===== config.mk =====
export PLATFORM = sky130hd
export DESIGN_NAME = serial_tx_frame
export DESIGN_NICKNAME = d
export VERILOG_FILES = /design/src/rtl/serial_pkg.sv /design/src/rtl/serial_baud_tick.sv /design/src/rtl/serial_tx_frame.sv
export SDC_FILE = /design/constraint.sdc
export NUM_CORES = 1
export LEC_CHECK = 0
export CELL_PAD_IN_SITES_DETAIL_PLACEMENT = 1
export CELL_PAD_IN_SITES_GLOBAL_PLACEMENT = 2
export CORE_MARGIN = 2
export CORE_UTILIZATION = 25
export CTS_CLUSTER_SIZE = 12
export DETAILED_ROUTE_END_ITERATION = 8
export HOLD_SLACK_MARGIN = 0.05
export PLACE_DENSITY = 0.64
export SYNTH_ARGS = -nofsm -noshare
export SYNTH_HDL_FRONTEND = slang
export SYNTH_SLANG_ARGS = --single-unit

===== constraint.sdc =====
create_clock -name clk -period 5.1 [get_ports clk]
set_input_delay 1.02 -clock clk [delete_from_list [all_inputs] [get_ports clk]]
set_output_delay 1.02 -clock clk [all_outputs]
set_load 0.1 [all_outputs]

===== src/rtl/serial_pkg.sv =====
// Shared definitions for the serial framing blocks: FSM state encoding,
// legal parameter ranges and a frame-size helper.
package serial_pkg;

  typedef enum logic [2:0] {
    ST_IDLE   = 3'd0,
    ST_START  = 3'd1,
    ST_DATA   = 3'd2,
    ST_PARITY = 3'd3,
    ST_STOP   = 3'd4
  } tx_state_t;

  localparam int DATA_W_MIN       = 5;
  localparam int DATA_W_MAX       = 9;
  localparam int CLKS_PER_BIT_MIN = 2;
  localparam int STOP_BITS_MIN    = 1;
  localparam int STOP_BITS_MAX    = 2;

  // Serial bit periods in one frame: start + data + optional parity + stop.
  function automatic int unsigned frame_bits(input int unsigned data_w,
                                             input int unsigned stop_bits,
                                             input bit parity);
    return 32'd1 + data_w + (parity ? 32'd1 : 32'd0) + stop_bits;
  endfunction

endpackage


===== src/rtl/serial_baud_tick.sv =====
// Bit-rate divider: counts CLKS_PER_BIT clocks and pulses o_bit_end on the
// last clock of each bit period; i_restart realigns the period to the next cycle.
module serial_baud_tick
  import serial_pkg::*;
#(
  parameter int CLKS_PER_BIT = 16
) (
  input  logic clk,
  input  logic rst_n,
  input  logic i_restart,
  output logic o_bit_end
);

  localparam int CNT_W = $clog2(CLKS_PER_BIT);
  localparam logic [CNT_W-1:0] LAST = CNT_W'(CLKS_PER_BIT - 1);

  if (CLKS_PER_BIT < CLKS_PER_BIT_MIN) begin : g_bad_clks_per_bit
    $error("serial_baud_tick: CLKS_PER_BIT must be >= 2");
  end

  logic [CNT_W-1:0] r_cnt;

  always_ff @(posedge clk or negedge rst_n) begin
    if (!rst_n) begin
      r_cnt <= '0;
    end else if (i_restart || (r_cnt == LAST)) begin
      r_cnt <= '0;
    end else begin
      r_cnt <= r_cnt + CNT_W'(1);
    end
  end

  assign o_bit_end = (r_cnt == LAST) && !i_restart;

endmodule


===== src/rtl/serial_tx_frame.sv =====
// Parametrised UART-style transmitter, idle-high NRZ, LSB first.
// Define SERIAL_TX_PARITY_EN to insert a parity bit after the data bits.
module serial_tx_frame
  import serial_pkg::*;
#(
  parameter int DATA_W       = 8,
  parameter int CLKS_PER_BIT = 16,
  parameter int STOP_BITS    = 1,
  parameter int PARITY_ODD   = 0
) (
  input  logic              clk,
  input  logic              rst_n,
  input  logic [DATA_W-1:0] tx_data,
  input  logic              tx_valid,
  output logic              tx_ready,
  output logic              dout,
  output logic              tx_busy,
  output logic [2:0]        dbg_state
);

  localparam int BIT_CNT_W = $clog2(DATA_W + 1);
  localparam logic [BIT_CNT_W-1:0] LAST_DATA = BIT_CNT_W'(DATA_W - 1);
  localparam logic [BIT_CNT_W-1:0] LAST_STOP = BIT_CNT_W'(STOP_BITS - 1);

  if (DATA_W < DATA_W_MIN || DATA_W > DATA_W_MAX) begin : g_bad_data_w
    $error("serial_tx_frame: DATA_W must be 5..9");
  end
  if (STOP_BITS < STOP_BITS_MIN || STOP_BITS > STOP_BITS_MAX) begin : g_bad_stop_bits
    $error("serial_tx_frame: STOP_BITS must be 1 or 2");
  end
  if (PARITY_ODD < 0 || PARITY_ODD > 1) begin : g_bad_parity_odd
    $error("serial_tx_frame: PARITY_ODD must be 0 or 1");
  end

  // Handshake: a word transfers on a rising edge where tx_valid && tx_ready;
  // tx_ready is only high in IDLE, so nothing is sampled while a frame is out.
  tx_state_t             r_state;
  logic [DATA_W-1:0]     r_shift;
  logic [BIT_CNT_W-1:0]  r_bit_cnt;
  logic                  r_dout;
  logic                  r_busy;
  logic                  r_ready;
  logic                  w_accept;
  logic                  w_bit_end;
`ifdef SERIAL_TX_PARITY_EN
  localparam logic ODD_BIT = (PARITY_ODD != 0);
  logic                  r_parity;
`endif

  assign w_accept = tx_valid && r_ready;

  serial_baud_tick #(
    .CLKS_PER_BIT (CLKS_PER_BIT)
  ) u_baud (
    .clk       (clk),
    .rst_n     (rst_n),
    .i_restart (w_accept),
    .o_bit_end (w_bit_end)
  );

  always_ff @(posedge clk or negedge rst_n) begin
    if (!rst_n) begin
      r_state   <= ST_IDLE;
      r_shift   <= '0;
      r_bit_cnt <= '0;
      r_dout    <= 1'b1;
      r_busy    <= 1'b0;
      r_ready   <= 1'b1;
`ifdef SERIAL_TX_PARITY_EN
      r_parity  <= 1'b0;
`endif
    end else begin
      case (r_state)
        ST_IDLE: begin
          if (w_accept) begin
            r_state   <= ST_START;
            r_shift   <= tx_data;
            r_bit_cnt <= '0;
            r_dout    <= 1'b0;
            r_busy    <= 1'b1;
            r_ready   <= 1'b0;
`ifdef SERIAL_TX_PARITY_EN
            r_parity  <= (^tx_data) ^ ODD_BIT;
`endif
          end
        end
        ST_START: begin
          if (w_bit_end) begin
            r_state   <= ST_DATA;
            r_dout    <= r_shift[0];
            r_shift   <= {1'b1, r_shift[DATA_W-1:1]};
            r_bit_cnt <= '0;
          end
        end
        ST_DATA: begin
          if (w_bit_end) begin
            if (r_bit_cnt == LAST_DATA) begin
              r_bit_cnt <= '0;
`ifdef SERIAL_TX_PARITY_EN
              r_state   <= ST_PARITY;
              r_dout    <= r_parity;
`else
              r_state   <= ST_STOP;
              r_dout    <= 1'b1;
`endif
            end else begin
              r_bit_cnt <= r_bit_cnt + BIT_CNT_W'(1);
              r_dout    <= r_shift[0];
              r_shift   <= {1'b1, r_shift[DATA_W-1:1]};
            end
          end
        end
`ifdef SERIAL_TX_PARITY_EN
        ST_PARITY: begin
          if (w_bit_end) begin
            r_state   <= ST_STOP;
            r_dout    <= 1'b1;
            r_bit_cnt <= '0;
          end
        end
`endif
        ST_STOP: begin
          if (w_bit_end) begin
            if (r_bit_cnt == LAST_STOP) begin
              // Frame done: ready rises the cycle after the last stop-bit cycle.
              r_state   <= ST_IDLE;
              r_bit_cnt <= '0;
              r_busy    <= 1'b0;
              r_ready   <= 1'b1;
            end else begin
              r_bit_cnt <= r_bit_cnt + BIT_CNT_W'(1);
            end
          end
        end
        default: begin
          r_state   <= ST_IDLE;
          r_bit_cnt <= '0;
          r_dout    <= 1'b1;
          r_busy    <= 1'b0;
          r_ready   <= 1'b1;
        end
      endcase
    end
  end

  assign dout      = r_dout;
  assign tx_busy   = r_busy;
  assign tx_ready  = r_ready;
  assign dbg_state = r_state;

endmodule


# Word-level counts from Yosys, hierarchy flattened
# Index checks and enable logic that the tools add are counted.
[word_totals]
mem_count = 0
wordCells = 68
out_inout_bits = 6
ff_bits = 22
latch_bits = 0
inputBits = 11
ram_bits = 0
rom_bits = 0
[op_classes]
order_cmp = 0
mux = 32
n_div = 0
n_eq_ne = 12
n_addsub = 2
n_shift = 0
multipliers = 0
n_bitwise = 2
reduce_logical = 13
[ops]
columns = ["op", "count"]
rows = [
  ["8-bit 2-to-1 mux", 4],
  ["4-bit 2-to-1 mux", 7],
  ["8-bit case mux with 3 select lines", 1],
  ["3-bit 2-to-1 mux", 6],
  ["4-bit case mux with 4 select lines", 1],
  ["3-bit case mux with 4 select lines", 1],
  ["4-bit AND reduction", 3],
  ["1-bit 2-to-1 mux", 9],
  ["4-bit by 1-bit adder with 4-bit output, second input constant", 2],
  ["2-bit by 1-bit != test with 1-bit output, second input constant", 4],
  ["2-bit != test, second input constant", 3],
  ["1-bit case mux with 3 select lines", 2],
  ["6-bit AND reduction", 1],
  ["5-bit AND reduction", 1],
  ["4-bit by 3-bit equality test with 1-bit output, second input constant", 1],
  ["4-bit equality test, second input constant", 1],
  ["4-bit zero test", 1],
  ["1-bit case mux with 4 select lines", 1],
  ["3-bit by 1-bit equality test with 1-bit output, second input constant", 1],
  ["3-bit by 2-bit equality test with 1-bit output, second input constant", 1],
  ["3-bit equality test, second input constant", 1],
  ["3-bit zero test", 1],
  ["3-bit nonzero test", 1],
  ["1-bit logical AND", 2],
  ["4 further kinds", 5],
]

# Depth between registers and ports, before layout
# Gate-level depths: netlist of run 1.
[logic_depth]
depth_word = 5
depth_mapped = 7
ltp_nobuf = 7

# Modules after synthesis
# A second synthesis of run 1 with hierarchy kept.
[unflattened]
cells_unflattened = 122
hier_area_um2 = 1291.2
[modules_own_cells]
columns = ["mod", "instances", "seq_area_each_um2", "cells_per_inst", "area_each_um2"]
rows = [
  ["serial_tx_frame", 1, 452.9, 107, 1116.1],
  ["serial_baud_tick", 1, 100.1, 15, 175.2],
]

# Worst setup path before layout of run 1
# No wires, ideal clock.
[synth_path]
path_kind = "reg2reg"
start = "register r_state[0] (netlist: dbg_state[0])"
end = "register r_shift[5]"
path_buffers = 1
t_required_ns = 5.027
period_less_slack_ns = 2.404
setup_ns = 0.073
arrival_time_ns = 2.331
path_stages_with_launch = 7
setup_slack_ns = 2.696
path_cell_list = "dfrtp_1 -> inv_1 -> or4_4 -> a31oi_4 -> buf_6 -> nor2_2 -> a21oi_2"
[synth_via]
elab_chain_len = 3
word_cells_on_any_way = 10
classes_between = "eq/ne: 6; mux: 1; reduce/logical: 3"
[synth_lines]
columns = ["element", "line", "rtl"]
rows = [
  ["from (decl)", "serial_tx_frame.sv:37", "tx_state_t r_state;"],
  ["from (signal assigned)", "serial_tx_frame.sv:63", "r_state <= ST_IDLE;"],
  ["from (signal assigned)", "serial_tx_frame.sv:76", "r_state <= ST_START;"],
  ["from (signal assigned)", "serial_tx_frame.sv:89", "r_state <= ST_DATA;"],
  ["3-bit by 2-bit equality test with 1-bit output (tied with other cells)", "serial_tx_frame.sv:73", "case (r_state)"],
  ["2-bit != test (no source line) (tied with other cells)", "-", ""],
  ["5-bit AND reduction (no source line)", "-", ""],
  ["to (signal assigned)", "serial_tx_frame.sv:77", "r_shift <= tx_data;"],
  ["to (signal assigned)", "serial_tx_frame.sv:91", "r_shift <= {1'b1, r_shift[DATA_W-1:1]};"],
  ["to (signal assigned)", "serial_tx_frame.sv:109", "r_shift <= {1'b1, r_shift[DATA_W-1:1]};"],
  ["to (decl)", "serial_tx_frame.sv:38", "logic [DATA_W-1:0] r_shift;"],
]
# Parallel ways exist; a longest one is shown, timed or not.
# A chain may end at the register's enable or synchronous reset.

# Worst setup path after layout of run 1
[layout_path]
start = "register r_state[2] (netlist: dbg_state[2])"
end = "output port dbg_state[2]"
[layout_rtl]
columns = ["element", "line", "rtl"]
rows = [
  ["to (decl)", "serial_tx_frame.sv:18", "output logic [2:0] dbg_state"],
]
# No word-level cell between the ends.

==> results of run 1 <==
worst paths after layout:
| path | endpoint | depth (start not counted) |
|---|---|---|
| max | dbg_state[2] | 1 |
| min | u_baud.r_cnt[0]$_DFF_PN0_ | 1 |
| max reg2reg | r_shift[7]$_DFFE_PN0P_ | 5 |
| min in group asynchronous | r_bit_cnt[2]$_DFFE_PN0P_ | 1 |
| min reg2reg | u_baud.r_cnt[0]$_DFF_PN0_ | 1 |
| max in group asynchronous | u_baud.r_cnt[0]$_DFF_PN0_ | 1 |
flip-flops by register name, summed over array words and instances (netlist names):
name,count
u_baud.r_cnt,4
r_shift,8
dout,1
tx_ready,1
tx_busy,1
dbg_state,3
r_bit_cnt,4
metrics by stage:
stage / utilization / setup slack [ns]
after global routing: 0.306 / 1.77
after global placement: 0.292 / 2.15
after CTS: 0.306 / 1.83
after floorplan: - / 2.70
final: 0.306 / 1.85
after detailed placement: 0.292 / 2.02
final cells by class:
class	count	area share
Timing Repair Buffer	16	0.104
Clock buffer	3	0.0267
Clock inverter	1	0.0194
Inverter	5	0.0122
Multi-Input combinational cell	96	0.423
Tap cell	70	0.0567
Sequential cell	22	0.358
layer usage:
metal / vias to the layer above / GRT usage / wire length (µm)
li1: 495 / - / -
met1: 513 / 0.164 / 1460
met2: 13 / 0.217 / 1510
met3: 2 / 0.0198 / 81
met4: 0 / 0.0351 / 17
met5: - / 0 / 0
power groups by stage:
stage	clock network, mW	logic [mW]	registers [mW]
after floorplan	0	0.317	0.403
after global placement	0	0.478	0.332
after detailed placement	0	0.490	0.337
after CTS	0.174	0.494	0.334
after global routing	0.180	0.543	0.350
final	0.167	0.486	0.331
cell usage in the layout (no fill, tap or decap), types with 3 or more instances in the layout:
cell	instances
a21oi_1	16
clkbuf_8	3
clkdlybuf4s50_1	16
dfrtp_1	20
ha_1	3
inv_1	5
mux2i_1	8
nand2_1	7
nor2_1	17
o22ai_1	3
cells by family (layout without fill, tap and decap cells):
| group | after synthesis | after routing | synth area share |
|---|---|---|---|
| AO/OA/AOI/OAI | 38 | 38 | 0.204 |
| XOR/XNOR | 2 | 2 | 0.0136 |
| adder cells (fa/ha/maj) | 3 | 3 | 0.0292 |
| buffers and inverters | 12 | 25 | 0.0604 |
| flip-flops | 22 | 22 | 0.431 |
| multiplexers | 9 | 9 | 0.0712 |
| AND/OR/NAND/NOR | 44 | 44 | 0.191 |
==> results by group, run 1 <==
Power and ir drop
  • Comb power frac: 0.494
  • Pleak: 0.620 nW
  • Peak VDD IR: 0.255 mV
  • Psw: 0.442 mW
  • Switching Fraction: 0.449
  • Total Power: 0.985 mW
  • P_int: 0.543 mW
  • Reg power frac: 0.336
  • Clk pwr share: 0.169
  • Power Density: 638 mW/mm²

Clock tree
  • CTS tree: yes
  • Clk sink count: 22
  • Post-CTS Setup Inserts: 0
  • Clk buf depth: 2
  • # hold bufs at CTS: 0
  • Clock latency on the worst-skew pair: 0.26 ns
  • Post-CTS sizing: 0
  • Root Driver: clkbuf_8
  • Reg clk slew, reported paths: 0.09 ns
  • CTS buffer count: 3
  • H-tree depth: 1

Worst setup path
  • Worst Setup End Kind: primary output
  • CP arrival: 2.23 ns
  • Cell family contributing the most delay on the critical path: buffers and inverters
  • Crit. Startpoint: dbg_state[2]$_DFFE_PN0P_
  • Startpoint types: register
  • Crit path largest cell delay: 1.24 ns
  • CP Buf/Inv Count: 1
  • R2R Setup Slk: 2.84 ns
  • Crit path cell chain: clkdlybuf4s50_1
  • Reg-to-Reg Start: dbg_state[0]$_DFFE_PN0P_
  • CP required: 4.08 ns
  • Critical path fanouts, max: 14
  • Crit-path slowest cell: clkdlybuf4s50_1
  • Worst setup path class: register to primary output

Synth
  • Post-synth EDFFs: 0
  • Post-synth top cells: dfrtp_1, nor2_1, a21oi_1
  • Share of the synthesized area in the top cell type: 0.390
  • Largest cells by area after synthesis: dfrtp_1, a21oi_1, mux2i_1
  • Top-count cell post-synth: dfrtp_1
  • Register area share after synthesis: 0.431
  • Post-synthesis cell area: 0.00128 mm²
  • Asr flop ratio synth: 1.00
  • Ys flop type: dfrtp_1
  • Synthesized net count: 144
  • Register bit total from synthesis: 22
  • YS warnings: 0
  • Post-synthesis instance total: 130
  • Synthesized area per cell: 9.87 µm²
  • Area leader, netlist: dfrtp_1
  • Cell variety after synth: 44

Hold path
  • Min-delay src: u_baud.r_cnt[0]$_DFF_PN0_
  • Hold WC Path Type: register to register

Route
  • Vias/cell: 4.80
  • Number of DRC markers in iteration 0: 37
  • Post-route DRC violation count: 0
  • Drt pass-1 iters: 4
  • Routed WL: 3070 µm
  • Via count of the routed design: 1023
  • Final ANT Viol Nets: 0
  • Drt wl/cell: 14.4 µm

Floorplan
  • Die span in x: 75.7 µm
  • Die Span Y: 75.7 µm
  • # rows: 26
  • DIE AREA: 0.00572 mm²
  • Initial Util: 0.255
  • Io pins: 17
  • CORE AREA: 0.00504 mm²

Place
  • Post-DP HPWL: 2250 µm
  • IO Port Bufs: 16
  • Routability cong.: 0.774
  • Placed Area: 0.00147 mm²
  • Placed cell count: 209

STA
  • Layout Skew: 0.00213 ns
  • Setup_tns: 0 ns
  • Crit path time final: 3.25 ns
  • Slew of the pin with the lowest slew margin: 1.04 ns
  • Final Hold Fails: 0
  • Final setup viols: 0
  • Fin. max-slew vios: 0
  • Slew headroom: 0.304
  • RSZ-0062 raised after global routing: no
  • Fmax: 308 MHz
  • Final worst path period share: 0.636
  • Worst hold slack: 0.506 ns

Cells and area
  • Layout cells sized above 1: 0.119
  • Final Non-Filler Cells: 213
  • Multi-input gate area: 653 µm²
  • Register Area: 553 µm²
  • Fill cell count: 581
  • Area delta synth->final: 20.3%
  • Ant. Diodes: 0
  • Post-Layout Inst Area: 0.00154 mm²
  • Nets: 158

Global route
  • Global route overflow: 0
  • GRT Overall Usage: 0.126
  • Initial antenna violation count: 0
  • Number of global-route vias before repair: 1135
  • First-pass GRT wire length: 5420 µm
  • Pin count of the biggest net entering global routing: 23

Job
  • Max cap viols: 0

Status
  • Status: finished clean
Power figures use the tool's default switching activity.
==> inputs of run 2 (changes only) <==
clock period = 3.4 ns   (was 5.1 ns; I/O delays follow)
==> results by group, run 2 (synthesis results as in run 1) <==
Route
  • Via count of the routed design: 1020 (was 1023)
  • Post-route DRC violation count: 0 (unchanged)
  • Drt wl/cell: 13.8 µm (was 14.4 µm)
  • Vias/cell: 4.74 (was 4.80)
  • Top layer reached by signal wires: met4 (unchanged)
  • Drt pass-1 iters: 3 (was 4)
  • Final ANT Viol Nets: 0 (unchanged)
  • Routed length on met2: 1350 µm (was 1510 µm)
  • Met3 WL: 74 µm (was 81 µm)
  • Number of DRC markers in iteration 0: 33 (was 37)
  • DRT met1 WL: 1530 µm (was 1460 µm)
  • Routed WL: 2960 µm (was 3070 µm)

STA
  • Final setup viols: 0 (unchanged)
  • Fmax: 417 MHz
  • Final Hold Fails: 0 (unchanged)
  • Slew of the pin with the lowest slew margin: 0.548 ns (was 1.04 ns)
  • Slew headroom: 0.634 (was 0.304)
  • Crit path time final: 2.40 ns
  • RSZ-0062 raised after global routing: no (unchanged)
  • Final worst slack: 0.999 ns (was 1.85 ns)
  • Fin. max-slew vios: 0 (unchanged)
  • Final worst path period share: 0.706
  • Layout Skew: 0.00362 ns (was 0.00213 ns)
  • Setup_tns: 0 ns (unchanged)

Floorplan
  • Die Span Y: 75.7 µm (unchanged)
  • Die span in x: 75.7 µm (unchanged)
  • DIE AREA: 0.00572 mm² (unchanged)
  • Initial Util: 0.255 (unchanged)
  • CORE AREA: 0.00504 mm² (unchanged)
  • # rows: 26 (unchanged)
  • Io pins: 17 (unchanged)

Place
  • Routability cong.: 0.777 (was 0.774)
  • Place WS: 0.708 ns (was 2.02 ns)
  • Post-DP HPWL: 2140 µm (was 2250 µm)
  • IO Port Bufs: 16 (unchanged)

Power and ir drop
  • Switching Fraction: 0.448 (was 0.449)
  • Reg power frac: 0.325 (was 0.336)
  • P_int: 0.814 mW (was 0.543 mW)
  • Pleak: 0.637 nW (was 0.620 nW)
  • Clk pwr share: 0.169 (about the same)
  • Peak VDD IR: 0.402 mV (was 0.255 mV)
  • Power Density: 955 mW/mm² (was 638 mW/mm²)
  • Psw: 0.661 mW (was 0.442 mW)
  • Comb power frac: 0.506 (was 0.494)

Hold path
  • Worst hold path stage count: 1 (unchanged)
  • Hold WC Path Type: register to register (unchanged)

Cells and area
  • Ant. Diodes: 0 (unchanged)
  • Leading registers by flop count: r_shift (8), r_bit_cnt (4), u_baud.r_cnt (4) (unchanged)
  • Most frequent cells in the layout: dfrtp_1, nor2_1, a21oi_1 (was dfrtp_1, nor2_1, a21oi_1, clkdlybuf4s50_1, mux2i_1)
  • Largest register FFs: 8 (unchanged)
  • Nets: 160 (was 158)
  • Area delta synth->final: 20.3% (unchanged)
  • Layout cells sized above 1: 0.172 (was 0.119)
  • Most common cell after layout, fill and taps aside: dfrtp_1 (unchanged)
  • Largest Register: r_shift (unchanged)

Global route
  • First-pass GRT wire length: 4960 µm (was 5420 µm)
  • Global route overflow: 0 (unchanged)
  • Pin count of the biggest net entering global routing: 23 (unchanged)
  • Number of global-route vias before repair: 985 (was 1135)
  • Initial antenna violation count: 0 (unchanged)
  • GRT Overall Usage: 0.113 (was 0.126)

Status
  • Status: finished clean (unchanged)

Worst setup path
  • Worst setup path class: primary input to register (was register to primary output)
  • Worst Setup End Kind: register (was primary output)
  • Startpoint types: primary input (was register)
  • CP required: 3.55 ns (was 4.08 ns)
  • Critical path fanouts, max: 9 (was 14)
  • CP arrival: 2.55 ns (was 2.23 ns)
  • R2R depth: 6 (was 5)

Clock tree
  • Reg clk slew, reported paths: 0.09 ns (about the same)
  • CTS tree: yes (unchanged)
  • Root Driver: clkbuf_8 (unchanged)
  • Post-CTS Setup Inserts: 0 (unchanged)
  • CTS buffer count: 3 (unchanged)
  • Clock latency on the worst-skew pair: 0.26 ns (about the same)
  • Clk buf depth: 2 (unchanged)
  • Post-CTS sizing: 0 (unchanged)
  • # hold bufs at CTS: 0 (unchanged)
  • H-tree depth: 1 (unchanged)
  • Clk sink count: 22 (unchanged)

Job
  • Max cap viols: 0 (unchanged)
## run 2: changes by cell type in the layout (fill, tap and decap cells not counted), sizes merged
cell | before | now
buf | 0 | 8
clkdlybuf4s50 | 16 | 10
## run 2: layout make-up
type / count / area, µm²
fillers: 578 / 3500
repair buffers: 18 / 160
inverters: 5 / 18.8
multi-input cells: 96 / 653
clock buffers: 3 / 41.3
well taps: 70 / 87.6
flip-flops and latches: 22 / 553
clock inverters: 1 / 30.0
## run 2: critical path, stage by stage
cell and delay (ns):
clkdlybuf4s50_1 0.44, and2_1 0.29, o221a_1 0.29, a311oi_2 0.48, mux2_1 0.37
## run 2: worst paths after layout
kind	start	end	slack [ns]
max in group asynchronous	rst_n	dout$_DFFE_PN1P_	2.35
min in group asynchronous	rst_n	r_shift[0]$_DFFE_PN0P_	0.77
max reg2reg	u_baud.r_cnt[0]$_DFF_PN0_	r_shift[2]$_DFFE_PN0P_	1.29
min reg2reg	u_baud.r_cnt[0]$_DFF_PN0_	u_baud.r_cnt[0]$_DFF_PN0_	0.51
max	tx_valid	r_bit_cnt[0]$_DFFE_PN0P_	1.0
min	u_baud.r_cnt[0]$_DFF_PN0_	u_baud.r_cnt[0]$_DFF_PN0_	0.51
## run 2: through the flow
stage,utilization,instance area [µm²],std cells,hold slack [ns],power (mW)
floorplan,-,1280,130,0.384,1.08
global placement,0.292,1470,211,0.493,1.22
detailed placement,0.292,1470,211,0.507,1.25
CTS,0.306,1540,215,0.516,1.50
global route,0.306,1540,215,0.538,1.59
finish,0.306,1540,215,0.507,1.48
## run 2: power groups by stage
stage                     clock (mW)  combinational (mW)  sequential (mW)
after floorplan                    0               0.475            0.605
after global placement             0               0.742            0.476
after detailed placement           0               0.760            0.485
after CTS                      0.260               0.762            0.480
after global routing           0.269               0.822            0.500
final                          0.249               0.746            0.479
## run 2: per-layer routing
layer / vias to the layer above / global-route usage
met1: 507 / 0.159
met4: 0 / 0.0253
met3: 2 / 0.0198
met5: - / 0
li1: 500 / -
met2: 11 / 0.181
==> inputs of run 3 (changes only) <==
PLACE_DENSITY = 0.67   (was 0.64)
clock period = 2.1 ns   (was 3.4 ns; I/O delays follow)
==> results by group, run 3 (synthesis results as in run 1) <==
Floorplan
  • Die span in x: 75.7 µm (unchanged)
  • Io pins: 17 (unchanged)
  • Die Span Y: 75.7 µm (unchanged)
  • # rows: 26 (unchanged)
  • DIE AREA: 0.00572 mm² (unchanged)
  • Initial Util: 0.255 (unchanged)
  • CORE AREA: 0.00504 mm² (unchanged)

STA
  • Final Hold Fails: 0 (unchanged)
  • Fin. max-slew vios: 0 (unchanged)
  • Fmax: 507 MHz
  • Slew of the pin with the lowest slew margin: 0.527 ns (was 0.548 ns)
  • Slew headroom: 0.649 (was 0.634)
  • Final worst path period share: 0.939
  • Final setup viols: 0 (unchanged)
  • Layout Skew: 0.00272 ns (was 0.00362 ns)
  • Crit path time final: 1.97 ns
  • RSZ-0062 raised after global routing: no (unchanged)

Worst setup path
  • Crit path cell chain: inv_1 -> ha_1 -> or3b_1 -> or3_1 -> a21oi_1 -> o22ai_1 -> a22o_1 (was clkdlybuf4s50_1 -> and2_1 -> o221a_1 -> a311oi_2 -> mux2_1)
  • Worst Setup End Kind: register (unchanged)
  • R2R Setup Slk: 0.13 ns (was 1.29 ns)
  • R2R Path End: tx_busy$_DFFE_PN0P_ (was r_shift[2]$_DFFE_PN0P_)
  • R2R depth: 7 (was 6)
  • Crit-path slowest cell: or3b_1 (was a311oi_2)
  • Crit path largest cell delay: 0.42 ns (was 0.48 ns)
  • Startpoint types: register (was primary input)
  • CP required: 2.26 ns (was 3.55 ns)
  • CP arrival: 2.13 ns (was 2.55 ns)
  • Reg-to-Reg Start: r_bit_cnt[1]$_DFFE_PN0P_ (was u_baud.r_cnt[0]$_DFF_PN0_)
  • Critical path fanouts, max: 4 (was 9)
  • Worst setup path class: register to register (was primary input to register)

Clock tree
  • Clk buf depth: 2 (unchanged)
  • Post-CTS Setup Inserts: 0 (unchanged)
  • H-tree depth: 1 (unchanged)
  • Clock latency on the worst-skew pair: 0.27 ns (was 0.26 ns)
  • Reg clk slew, reported paths: 0.08 ns (was 0.09 ns)
  • Post-CTS sizing: 0 (unchanged)
  • CTS tree: yes (unchanged)
  • Root Driver: clkbuf_8 (unchanged)
  • # hold bufs at CTS: 0 (unchanged)
  • CTS buffer count: 3 (unchanged)
  • Clk sink count: 22 (unchanged)

Route
  • Via count of the routed design: 1081 (was 1020)
  • DRT met1 WL: 1470 µm (was 1530 µm)
  • Vias/cell: 4.83 (was 4.74)
  • Routed length on met2: 1510 µm (was 1350 µm)
  • Routed WL: 3120 µm (was 2960 µm)
  • Top layer reached by signal wires: met4 (unchanged)
  • Met3 WL: 98 µm (was 74 µm)
  • Drt pass-1 iters: 4 (was 3)
  • Drt wl/cell: 13.9 µm (was 13.8 µm)
  • Final ANT Viol Nets: 0 (unchanged)
  • Post-route DRC violation count: 0 (unchanged)
  • Number of DRC markers in iteration 0: 51 (was 33)

Place
  • Routability cong.: 0.803 (was 0.777)
  • Placed cell count: 220 (was 211)
  • IO Port Bufs: 16 (unchanged)
  • Post-DP HPWL: 2320 µm (was 2140 µm)

Cells and area
  • Ant. Diodes: 0 (unchanged)
  • Area delta synth->final: 28.9% (was 20.3%)
  • Most frequent cells in the layout: nor2_1, dfrtp_1, a21oi_1 (was dfrtp_1, nor2_1, a21oi_1)
  • Layout cells sized above 1: 0.240 (was 0.172)
  • Nets: 169 (was 160)
  • Final Non-Filler Cells: 224 (was 215)
  • Largest Register: r_shift (unchanged)
  • Largest register FFs: 8 (unchanged)
  • Leading registers by flop count: r_shift (8), r_bit_cnt (4), u_baud.r_cnt (4) (unchanged)

Hold path
  • Hold WC Path Type: primary input to async pin (was register to register)

Job
  • Max cap viols: 0 (unchanged)

Power and ir drop
  • Total Power: 2.41 mW (was 1.48 mW)
  • Power Density: 1460 mW/mm² (was 955 mW/mm²)
  • Peak VDD IR: 0.570 mV (was 0.402 mV)
  • Pleak: 0.686 nW (was 0.637 nW)

Global route
  • Number of global-route vias before repair: 1110 (was 985)
  • First-pass GRT wire length: 5240 µm (was 4960 µm)
  • GRT Overall Usage: 0.123 (was 0.113)
  • Global route overflow: 0 (unchanged)
  • Pin count of the biggest net entering global routing: 23 (unchanged)
  • Initial antenna violation count: 0 (unchanged)

Status
  • Status: finished clean (unchanged)
run 3: cell count changes in the layout (fill, tap and decap cells not counted), sizes merged:
cell    previous run  this run
buf                8        17
clkbuf             3         4
bufinv             1         0
run 3: per-layer routing:
layer,GRT usage,vias up
li1,-,520
met1,0.151,542
met2,0.214,15
met3,0.0238,4
met4,0.0468,0
met5,0,-
run 3: worst max-delay path by stage:
| stage | depth (start not counted) | start | to |
|---|---|---|---|
| global placement | 5 | tx_valid | r_bit_cnt[0]$_DFFE_PN0P_ |
| floorplan | 4 | tx_ready$_DFFE_PN1P_ | r_bit_cnt[0]$_DFFE_PN0P_ |
| CTS | 7 | r_bit_cnt[1]$_DFFE_PN0P_ | tx_busy$_DFFE_PN0P_ |
| global route | 7 | r_bit_cnt[1]$_DFFE_PN0P_ | tx_busy$_DFFE_PN0P_ |
| detailed placement | 5 | tx_valid | r_bit_cnt[0]$_DFFE_PN0P_ |
| finish | 7 | r_bit_cnt[1]$_DFFE_PN0P_ | tx_busy$_DFFE_PN0P_ |
run 3: through the flow:
| step | utilization | worst slack, ns | cell area [µm²] | TNS (ns) | hold slack, ns |
|---|---|---|---|---|---|
| after floorplan | - | 0.0194 | 1290 | 0 | 0.124 |
| after global placement | 0.317 | -0.0682 | 1600 | -0.269 | 0.505 |
| after detailed placement | 0.317 | -0.0882 | 1600 | -0.468 | 0.512 |
| after CTS | 0.328 | 0.119 | 1660 | 0 | 0.511 |
| after global routing | 0.328 | 0.00465 | 1660 | 0 | 0.511 |
| final | 0.328 | 0.127 | 1660 | 0 | 0.501 |
run 3: worst max-delay path: cells and delay by family, from the launching register on:
kind / cells / cell delay [ns]
AND/OR/NAND/NOR: 2 / 0.79
AO/OA/AOI/OAI: 3 / 0.43
flip-flops: 1 / 0.41
adder cells (fa/ha/maj): 1 / 0.15
buffers and inverters: 1 / 0.09
run 3: area by class of cell:
cell class	instances	area [µm²]
clock buffers	4	55.1
fillers	598	3390
inverters	5	18.8
multi-input cells	96	653
flip-flops and latches	22	563
well taps	70	87.6
repair buffers	27	278
run 3: report_power, final:
| part | leakage (nW) | internal (mW) | total [mW] | switching (mW) |
|---|---|---|---|---|
| clock | 0.0288 | 0.167 | 0.314 | 0.147 |
| sequential | 0.255 | 0.620 | 0.790 | 0.169 |
| combinational | 0.403 | 0.537 | 1.31 | 0.770 |
| total | 0.686 | 1.32 | 2.41 | 1.09 |
